**src/rtl/uart_tx_fifo.sv**
```systemverilog
`default_nettype none
// ============================================================================
// Module : uart_tx_fifo
// Brief  : FIFO-buffered 8N1 UART transmitter, single clock (sysclk).
// Rev    : 1.0  initial release
// ============================================================================
module uart_tx_fifo #(
  parameter int unsigned BAUD_DIV = 10416,
  parameter int unsigned ADDR_W   = 3
) (
  input  logic              sysclk,
  input  logic              reset,
  input  logic              wr_en,
  input  logic [7:0]        wr_data,
  output logic              full,
  output logic              empty,
  output logic [ADDR_W:0]   count,
  output logic              overflow,
  output logic              tx_busy,
  output logic              tx_done,
  output logic              PC_Uart_txd
);

  localparam int unsigned           c_DEPTH     = 2 ** ADDR_W;
  localparam int unsigned           c_BAUD_W    = $clog2(BAUD_DIV);
  localparam logic [c_BAUD_W-1:0]   c_BAUD_LAST = c_BAUD_W'(BAUD_DIV - 1);
  localparam logic [ADDR_W:0]       c_FULL_CNT  = {1'b1, {ADDR_W{1'b0}}};

  typedef enum logic [1:0] {
    S_IDLE  = 2'd0,
    S_START = 2'd1,
    S_DATA  = 2'd2,
    S_STOP  = 2'd3
  } state_t;

  logic [7:0]          r_mem [c_DEPTH];
  logic [ADDR_W-1:0]   r_wr_ptr;
  logic [ADDR_W-1:0]   r_rd_ptr;
  logic [ADDR_W:0]     r_count;
  logic                r_overflow;

  state_t              r_state;
  state_t              w_state_next;
  logic [c_BAUD_W-1:0] r_baud;
  logic [c_BAUD_W-1:0] w_baud_next;
  logic [2:0]          r_bit;
  logic [2:0]          w_bit_next;
  logic [2:0]          w_bit_inc;
  logic [7:0]          r_shift;
  logic [7:0]          w_shift_next;
  logic                r_txd;
  logic                w_txd_next;
  logic                r_done;
  logic                w_done_next;
  logic                w_push;
  logic                w_pop;
  logic                w_baud_end;

  assign full        = (r_count == c_FULL_CNT);
  assign empty       = (r_count == '0);
  assign count       = r_count;
  assign overflow    = r_overflow;
  assign tx_busy     = (r_state != S_IDLE);
  assign tx_done     = r_done;
  assign PC_Uart_txd = r_txd;

  // Full comes from the registered count, so a pop in the same cycle cannot rescue a push.
  assign w_push     = wr_en & ~full;
  assign w_baud_end = (r_baud == c_BAUD_LAST);
  assign w_bit_inc  = r_bit + 3'd1;

  always_ff @(posedge sysclk) begin
    if (w_push) begin
      r_mem[r_wr_ptr] <= wr_data;
    end
  end

  always_ff @(posedge sysclk or negedge reset) begin
    if (!reset) begin
      r_wr_ptr   <= '0;
      r_rd_ptr   <= '0;
      r_count    <= '0;
      r_overflow <= 1'b0;
    end else begin
      r_overflow <= wr_en & full;
      if (w_push) r_wr_ptr <= r_wr_ptr + 1'b1;
      if (w_pop)  r_rd_ptr <= r_rd_ptr + 1'b1;
      case ({w_push, w_pop})
        2'b10:   r_count <= r_count + 1'b1;
        2'b01:   r_count <= r_count - 1'b1;
        default: r_count <= r_count;
      endcase
    end
  end

  always_ff @(posedge sysclk or negedge reset) begin
    if (!reset) begin
      r_state <= S_IDLE;
      r_baud  <= '0;
      r_bit   <= '0;
      r_shift <= '0;
      r_txd   <= 1'b1;
      r_done  <= 1'b0;
    end else begin
      r_state <= w_state_next;
      r_baud  <= w_baud_next;
      r_bit   <= w_bit_next;
      r_shift <= w_shift_next;
      r_txd   <= w_txd_next;
      r_done  <= w_done_next;
    end
  end

  always_comb begin
    w_state_next = r_state;
    w_baud_next  = w_baud_end ? '0 : r_baud + c_BAUD_W'(1);
    w_bit_next   = r_bit;
    w_shift_next = r_shift;
    w_txd_next   = r_txd;
    w_done_next  = 1'b0;
    w_pop        = 1'b0;
    case (r_state)
      S_IDLE: begin
        w_baud_next = '0;
        w_txd_next  = 1'b1;
        if (!empty) begin
          w_pop        = 1'b1;
          w_shift_next = r_mem[r_rd_ptr];
          w_txd_next   = 1'b0;
          w_state_next = S_START;
        end
      end
      S_START: begin
        if (w_baud_end) begin
          w_txd_next   = r_shift[0];
          w_bit_next   = 3'd0;
          w_state_next = S_DATA;
        end
      end
      S_DATA: begin
        if (w_baud_end) begin
          if (r_bit == 3'd7) begin
            w_txd_next   = 1'b1;
            w_state_next = S_STOP;
          end else begin
            w_bit_next = w_bit_inc;
            w_txd_next = r_shift[w_bit_inc];
          end
        end
      end
      S_STOP: begin
        if (w_baud_end) begin
          w_done_next = 1'b1;
          // Chain straight into the next start bit so queued frames are contiguous.
          if (!empty) begin
            w_pop        = 1'b1;
            w_shift_next = r_mem[r_rd_ptr];
            w_txd_next   = 1'b0;
            w_state_next = S_START;
          end else begin
            w_txd_next   = 1'b1;
            w_state_next = S_IDLE;
          end
        end
      end
      default: begin
        w_txd_next   = 1'b1;
        w_state_next = S_IDLE;
      end
    endcase
  end

endmodule
`default_nettype wire

```
**config.mk**
```make
export PLATFORM = sky130hd
export DESIGN_NAME = uart_tx_fifo
export DESIGN_NICKNAME = d
export VERILOG_FILES = /design/src/rtl/uart_tx_fifo.sv
export SDC_FILE = /design/constraint.sdc
export NUM_CORES = 1
export LEC_CHECK = 0
export BUFFER_PORTS_ARGS = -buffer_cell sky130_fd_sc_hd__buf_4
export CORE_MARGIN = 4
export CORE_UTILIZATION = 60
export DETAILED_ROUTE_END_ITERATION = 7
export PLACE_DENSITY = 0.83
export SLEW_MARGIN = 5
export SYNTH_ARGS = -nofsm -noshare
export SYNTH_HDL_FRONTEND = slang
export SYNTH_SLANG_ARGS = --single-unit
```
**constraint.sdc**
```tcl
create_clock -name sysclk -period 4 [get_ports sysclk]
set_input_delay 0.8 -clock sysclk [delete_from_list [all_inputs] [get_ports sysclk]]
set_output_delay 0.8 -clock sysclk [all_outputs]
set_load 0.02 [all_outputs]
```
==> impl_results.md <==
- Max cap viols: 0
- Switch share: 34.3%
- H-tree depth: 3
- Worst-case reg-to-reg path depth: 10
- NetSw: 1.20 mW
- Initial antenna violation count: 0
- Die Y: 96.4 um
- Largest family of logic cells by synthesized area: multiplexers
- Clk_lat worst skew: 0.38 ns
- GP Congestion: 0.776
- Flop pwr share: 46.6%
- Highest routed metal layer: met4
- Die area: 9290 sq um
- Worst setup SP type: flip-flop
- IO buf count: 20
- CTS tree: built
- Worst slew margin: 31.6%
- Pleak: 2.02 nW
- Mapped Area: 4680 sq um
- Status: finished clean
- Post-CTS Hold Fix Bufs: 0
- Hold slack: 0.380 ns
- Placement Setup Slack: 1.20 ns
- Drt drc: 0
- RR Startpoint: r_baud[0]
- Leading area contributor after synthesis: edfxtp_1
- Synth cell types: 49
- Row Count: 31
- Compound-Gate Fraction of Synth Area: 3.55%
- Ys async rst share: 38.5%
- Routed WL: 7970 um
- Share of layout cells above drive strength 1: 20.2%
- Post-synthesis mux area share: 15.3%
- Die W: 96.4 um
- Ports: 21
- Adder-Cell Fraction of Synth Area: 3.90%
- Routed wire per std cell: 18.7 um
- Crit. Startpoint: r_baud[0]
- R2R setup slack: 1.22 ns
- Vias in the first global route: 2477
- Setup TNS: 0 ns
- Detailed Route Iter0 Violations: 123
- First-pass GRT wire length: 12900 um
- M1 wire length: 3630 um
- ANT nets after route: 0
- Core ar.: 7410 sq um
- Unrepaired setup endpoints after global routing: false
- Synth-to-layout area growth: 9.51%
- WS Path Type: reg2reg
- Post-CTS Repair Setup Buffers: 0
- Synth top area share: 41.0%
- Hold Vio Cnt, Final: 0
- Worst-case clock buffer depth: 2
- CP max FO: 5
- CTS sink cnt: 104
- Sequential share of the synthesized area: 62.4%
- Max Clk Rate: 0.359 GHz
- PnR worst setup slack: 1.22 ns
- ANT cells: 0
- P per Cell Area: 683 nW/um^2
- Cts repair resizes: 0
- Cell Int Power: 2.30 mW
- Syn. warnings: 0
- Syn Nets: 321
- Gate power share: 34.8%
- Slew Viols, Final: 0
- HP Class: in2async
- DP HPWL: 5140 um
- Syn_area_per_cell: 15.8 sq um
- Clock Skews: 0.0129 ns
- Simple-Gate Fraction of Synth Area: 9.00%
- Primary FF master, synth: edfxtp_1
- Clock power share: 18.7%
- Met2 Wirelength: 3950 um
- Setup crit end: count[3]
- Post-Synthesis Cells: 296
- Largest net degree at the start of global routing: 41
- Synth Area in XOR/XNOR: 3.55%
- Worst setup EP type: flip-flop
- Nets: 347
- Fin crit period: 2.78 ns
- Most common cell after layout, fill and taps aside: edfxtp_1
- Starting Density: 63.2%
- EDFF count, synth: 64
- Clock slew at reported path FFs: 0.11 ns
- Total GRT Usage: 19.3%
- Drt pass-1 iters: 4
- Via density: 5.87
- GRT overflow: 0
- Data required, critical path: 4.29 ns
- Layout Utilization: 69.2%
- Worst-Margin Slew: 1.02 ns
- Commonest cells after routing, fill and taps aside: edfxtp_1 (64), dfrtp_1 (39), buf_4 (25), nor2_1 (22), mux4_1 (16)
- Number of synthesized register bits: 104
- Final setup viols: 0
- CTS Buf Count: 9
- Via Count: 2502
- Tcrit/Tclk final: 69.6%
- RR Endpoint: count[3]
- Area contributors post-synth: edfxtp_1 (41%), dfrtp_1 (21%), mux4_1 (9.0%)
- Maximum vdd ir drop: 0.344 mV
- CTS root buf: clkbuf_8
- Metal3 WL: 273 um
- WP data arrival: 3.08 ns
logic make-up (layout without fill, tap and decap cells):
| group | after synthesis | after routing |
|---|---|---|
| xor gates and xnor gates | 19 | 19 |
| and+or+nand+nor | 78 | 78 |
| muxes | 39 | 39 |
| buffers and inverters | 19 | 50 |
| adders and majority gates | 14 | 14 |
| AOI/OAI and AO/OA | 23 | 23 |
| DFF | 104 | 104 |
state kept, by name (all words and copies together), names as in the netlist:
name and flops:
PC_Uart_txd 1, count 4, overflow 1, r_baud 14, r_bit 3, r_mem 64, r_rd_ptr 3, r_shift 8
r_state 2, r_wr_ptr 3, tx_done 1
cell type report:
type / count / area, sq um
Sequential cell: 104 / 2920
Fill cell: 489 / 2280
Multi-Input combinational cell: 173 / 1660
Timing Repair Buffer: 25 / 188
Clock buffer: 9 / 124
Tap cell: 99 / 124
Clock inverter: 7 / 81.3
Inverter: 9 / 33.8
how the worst min path moves through the flow:
stage / startpoint / end / slack (ns) / depth (start not counted)
global route: reset / r_baud[11] / 0.41 / 1
global placement: r_baud[0] / r_baud[0] / 0.47 / 1
finish: reset / r_baud[11] / 0.38 / 1
CTS: reset / r_wr_ptr[1] / 0.38 / 1
detailed placement: r_baud[0] / r_baud[0] / 0.49 / 1
floorplan: r_baud[0] / r_baud[0] / 0.45 / 1
power groups by stage:
| stage | Sequential [mW] | Clock (mW) | Combinational (mW) |
|---|---|---|---|
| after global routing | 1.67 | 0.711 | 1.34 |
| final | 1.63 | 0.654 | 1.22 |
| after global placement | 1.64 | 0 | 1.18 |
| after CTS | 1.64 | 0.673 | 1.23 |
| after floorplan | 1.55 | 0 | 1.04 |
| after detailed placement | 1.66 | 0 | 1.23 |
Yosys cell counts, drive strengths merged (3+ instances only):
cell type,count
edfxtp,64
dfrtp,39
nor2,22
mux2,20
mux4,17
ha,13
xnor2,13
nand2,12
nor3,10
inv,9
buf,7
nand3,6
xor2,6
nand4,5
o21ai,5
a21oi,4
nand2b,4
nor4,4
and3,3
clkbuf,3
nor2b,3
metrics by stage:
| step | cell area, sq um | total power [mW] | cells |
|---|---|---|---|
| finish | 5130 | 3.50 | 426 |
| global route | 5130 | 3.72 | 426 |
| CTS | 5130 | 3.54 | 426 |
| detailed placement | 4920 | 2.89 | 410 |
| global placement | 4920 | 2.83 | 410 |
| floorplan | 4680 | 2.59 | 296 |
metal layers:
layer  up-vias  track usage (%)
met5         -                0
met2        27             31.5
met1      1278             25.5
li1       1185                -
met4         0             5.84
met3        12             5.00
worst max-delay path, cell delays in order, from the launching register on:
cell and delay [ns]:
dfrtp_1 0.40, ha_1 0.22, and3_1 0.28, a41oi_1 0.18, nor3_1 0.38, ha_1 0.29
ha_1 0.25, a21o_1 0.18, a21oi_1 0.17, mux2i_1 0.23, xnor2_1 0.14
Note: power is estimated with default switching activity, not from simulation.
